[src/rtl/pc_top.sv]
// Program counter for the board datapath: load, PC-relative branch,
// sequential advance or hold, with the current PC shown on the LEDs.
module pc_top #(
    parameter int PC_WIDTH = 6,
    parameter int STEP     = 4
) (
    input  logic                clock,
    input  logic                reset_n,
    input  logic [3:0]          buttons,
    input  logic [1:0]          switches,
    output logic [PC_WIDTH-1:0] leds
);

    localparam logic [PC_WIDTH-1:0] STEP_V = PC_WIDTH'(STEP);

    logic [PC_WIDTH-1:0] r_pc;
    logic [PC_WIDTH-1:0] w_inc;
    logic [PC_WIDTH-1:0] w_off;
    logic [PC_WIDTH-1:0] w_branch;
    logic [PC_WIDTH-1:0] w_load;
    logic [PC_WIDTH-1:0] w_next;
    logic                w_ld;
    logic                w_br;
    logic                w_cnt;

    assign w_ld  = switches[0];
    assign w_br  = switches[1];
    assign w_cnt = buttons[2];

    // Offset is in words, zero-extended; all sums wrap modulo 2**PC_WIDTH.
    assign w_inc    = r_pc + STEP_V;
    assign w_off    = {{(PC_WIDTH-2){1'b0}}, buttons[1:0]} << 2;
    assign w_branch = w_inc + w_off;
    assign w_load   = {buttons[3], {(PC_WIDTH-1){1'b0}}};

    always_comb begin
        w_next = r_pc;
        if (w_ld) begin
            w_next = w_load;
        end else if (w_br) begin
            w_next = w_branch;
        end else if (w_cnt) begin
            w_next = w_inc;
        end
    end

    always_ff @(posedge clock or negedge reset_n) begin
        if (!reset_n) begin
            r_pc <= '0;
        end else begin
            r_pc <= w_next;
        end
    end

    assign leds = r_pc;

endmodule

[config.mk]
export PLATFORM = sky130hd
export DESIGN_NAME = pc_top
export DESIGN_NICKNAME = d
export VERILOG_FILES = /design/src/rtl/pc_top.sv
export SDC_FILE = /design/constraint.sdc
export NUM_CORES = 1
export LEC_CHECK = 0
export CAP_MARGIN = 20
export CORE_AREA = 4 4 41 43
export DETAILED_ROUTE_END_ITERATION = 6
export DIE_AREA = 0 0 45 47
export PLACE_DENSITY = 0.53
export SLEW_MARGIN = 20
export SYNTH_ARGS = -nofsm -noshare
export SYNTH_HDL_FRONTEND = slang
export SYNTH_SLANG_ARGS = --single-unit
[constraint.sdc]
create_clock -name clock -period 6.4 [get_ports clock]
set_clock_uncertainty 0.15 [all_clocks]
set_input_delay 1.6 -clock clock [delete_from_list [all_inputs] [get_ports clock]]
set_output_delay 1.6 -clock clock [all_outputs]
set_load 0.01 [all_outputs]
# Yosys cells after proc, flatten, opt, wreduce, memory -nomap -nowiden
# Cells that the tools add are included.
[classes] n_reduce_logical=1 mux=3 add_sub_neg=2
[ops] operator="$mux 6" n=3
[ops] operator="$add 6x3->6 const B" n=1
[ops] operator="$add 6x4->6" n=1
[ops] operator="$reduce_bool 3->1" n=1
[totals] elab_cells=7 ff_bits=6 in_bits=8 out_inout_bits=6

# Depth between registers and ports, before layout
[logic_depth] depth_word=4 depth_mapped=8 depth_no_buf=8

# Worst setup path before layout
# OpenSTA, ideal clock, no wires.
[synth_path] path_type="input to register" startpoint="in buttons[0]" endpoint="reg r_pc[4] (netlist: leds[4])" setup_time_ns=0.119 arrival_time_ns=2.614 required_time_ns=6.131 slack_ns=3.517 n_path_buf=0 stages=7 path_cell_list="ha_1 > fa_1 > nor2b_1 > o21ai_0 > o21ai_0 > xnor2_1 > nor2_1"
[synth_via] elab_chain_len=3
[synth_lines] element="start, declared" line_no="9" source="input logic [3:0] buttons,"
[synth_lines] element="$add 6x4->6" line_no="33" source="assign w_branch = w_inc + w_off;"
[synth_lines] element="$mux 6" line_no="40" source="end else if (w_br) begin"
[synth_lines] element="$mux 6" line_no="38" source="if (w_ld) begin"
[synth_lines] element="end signal, assigned" line_no="51" source="r_pc <= w_next;"
[synth_lines] element="end, declared" line_no="16" source="logic [PC_WIDTH-1:0] r_pc;"
# Every way passes these cells.
# A chain may end at the register's enable or synchronous reset.

# Final worst setup path
[layout_path] startpoint="in buttons[1]" endpoint="reg r_pc[5] (netlist: leds[5])"
# The elaborated chain is that of the path after synthesis.

==> out/results.tsv <==
metric	value	unit
arrival	3140	ps
finalHoldViolCount	0	
nNetsFinal	64	
syn_avg_cell_area	8.79	µm²
hp-class	flop to flop	
fmax	0.315	GHz
vdd_drop_max	0.122	mV
diodes	0	
tritoncts	built	
io_buffers	11	
grt_pass1_wl	993	µm
crit_fanout	2	
antenna_found_initial	0	
root_buffer	clkbuf_4	
post-cts-setup-buffer-count	0	
period_minus_slack	3170	ps
ys_types	21	
fillers	151	
htreeDepth	1	
cts_buffers	3	
clkTransAtPathRegs	40	ps
avgRoutedWirePerCell	9.95	µm
grt_usage	6.82	%
setup_viol	0	
drc	0	
power.leakage	0.208	nW
synth-seq-cells	4	
core_area	1300	µm²
first_pass_iters	1	
syn_inst	38	
critPathKind	primary input to flop	
mostFrequentLayoutCells	clkdlybuf4s50_1, nor2_1, dfrtp_1	
initial_core_util	25.7	%
grt_pass1_vias	237	
clk_latency	230	ps
rows	13	
r2r_start	leds[2]	
post-route-period-util	49.6	%
cp-start-kind	primary input	
vias	274	
largest_register_ffs	4	
yosysSeqAreaShare	30.0	%
first_iter_violations	0	
area_growth	40.4	%
ant_nets	0	
crit_start	buttons[1]	
drive_gt1_share	6.00	%
die_w	45	µm
io_pins	14	
drt-total-wl	647	µm
power.total	102	µW
hold_buffers	0	
cts_buffer_depth	2	
chipHeight	47	µm
endpoint	leds[5]	
cts.sinks	4	
status	completed	
holdWs	474	ps
grt_max_degree	10	
placed_area	447	µm²
power_density	217	nW/µm²
async_flop_share	100	%
synth_edf_count	0	
yosys_warnings	0	
place_congestion	0.626	
ff2ff_setup_slack	4270	ps
regToRegEndpoint	leds[5]	
r2r_cells	7	
ys_dominant_reg_cell	dfrtp_1	
worst_setup_path_end_kind	flop	
final_area	469	µm²
layout_commonest_cell	clkdlybuf4s50_1	
drv_cap	0	
grt_setup_unrepaired	no	
routed_via_density	4.22	
syn_area	334	µm²
slew_violations	0	
grt-ovfl-total	0	
ctsResizeCount	0	
required	6360	ps
die_area	2120	µm²
finalSetupTns	0	ps
[power by group]
part / switching, mW / leakage [nW] / total [mW] / internal, mW
logic: 0.0170 / 0.144 / 0.0385 / 0.0215
clock network: 0.00948 / 0.0138 / 0.0304 / 0.0209
registers: 0.00413 / 0.0508 / 0.0330 / 0.0289
total: 0.0306 / 0.208 / 0.102 / 0.0713
[worst min path at each step]
| stage | endpoint | depth (start not counted) | start | slack (ps) |
|---|---|---|---|---|
| after floorplan | leds[4] | 2 | leds[4] | 470 |
| after global placement | leds[4] | 2 | leds[4] | 460 |
| after detailed placement | leds[4] | 2 | leds[4] | 460 |
| final | leds[4] | 2 | leds[4] | 470 |
| after global routing | leds[4] | 2 | leds[4] | 500 |
| after CTS | leds[4] | 2 | leds[4] | 480 |
[cell type report]
cell class | count | area [µm²] | area share [%]
multi-input cells | 31 | 214 | 45.6
repair buffers | 11 | 110 | 23.5
flip-flops and latches | 4 | 100 | 21.3
well taps | 15 | 18.8 | 4.00
clock buffers | 3 | 22.5 | 4.80
inverters | 1 | 3.75 | 0.800
[kinds of logic after synthesis]
kind of cell	share of synthesized area, %
AND/OR/NAND/NOR	18.0
AO/OA/AOI/OAI	13.1
adder cells (fa/ha/maj)	17.2
XOR/XNOR	10.5
flip-flops	30.0
buffers and inverters	7.11
other	1.12
multiplexers	3.00
[per-layer routing]
layer / GRT usage, % / wire length (µm) / vias up
met4: 7.02 / 17 / 0
met5: 0 / 0 / -
met3: 1.15 / 40 / 2
li1: - / - / 150
met1: 8.97 / 316 / 112
met2: 9.04 / 273 / 10
[synthesized netlist by cell type, types with 2 or more instances]
cell     n  area (µm²)
xnor2_1  3        26.3
o21ai_0  2        10.0
nor2_1   6        22.5
a21oi_1  2        10.0
dfrtp_1  4         100
buf_4    2        15.0
nor2b_1  2        12.5
ha_1     3        37.5
nand3_1  2        10.0
[metrics by stage]
stage	cells	util (%)	worst slack (ps)
2_1_floorplan	39	-	3520
3_3_place_gp	62	34.3	2990
3_5_place_dp	62	34.3	2980
4_1_cts	65	36.1	3210
5_1_grt	65	36.1	3150
6_report	65	36.1	3230
[critical path: stages]
cell,delay (ps)
clkdlybuf4s50_1,450
ha_1,290
a21o_1,100
nand3_1,90
xnor2_1,170
o21a_1,170
o31a_1,260
(Power assumes the default switching activity.)
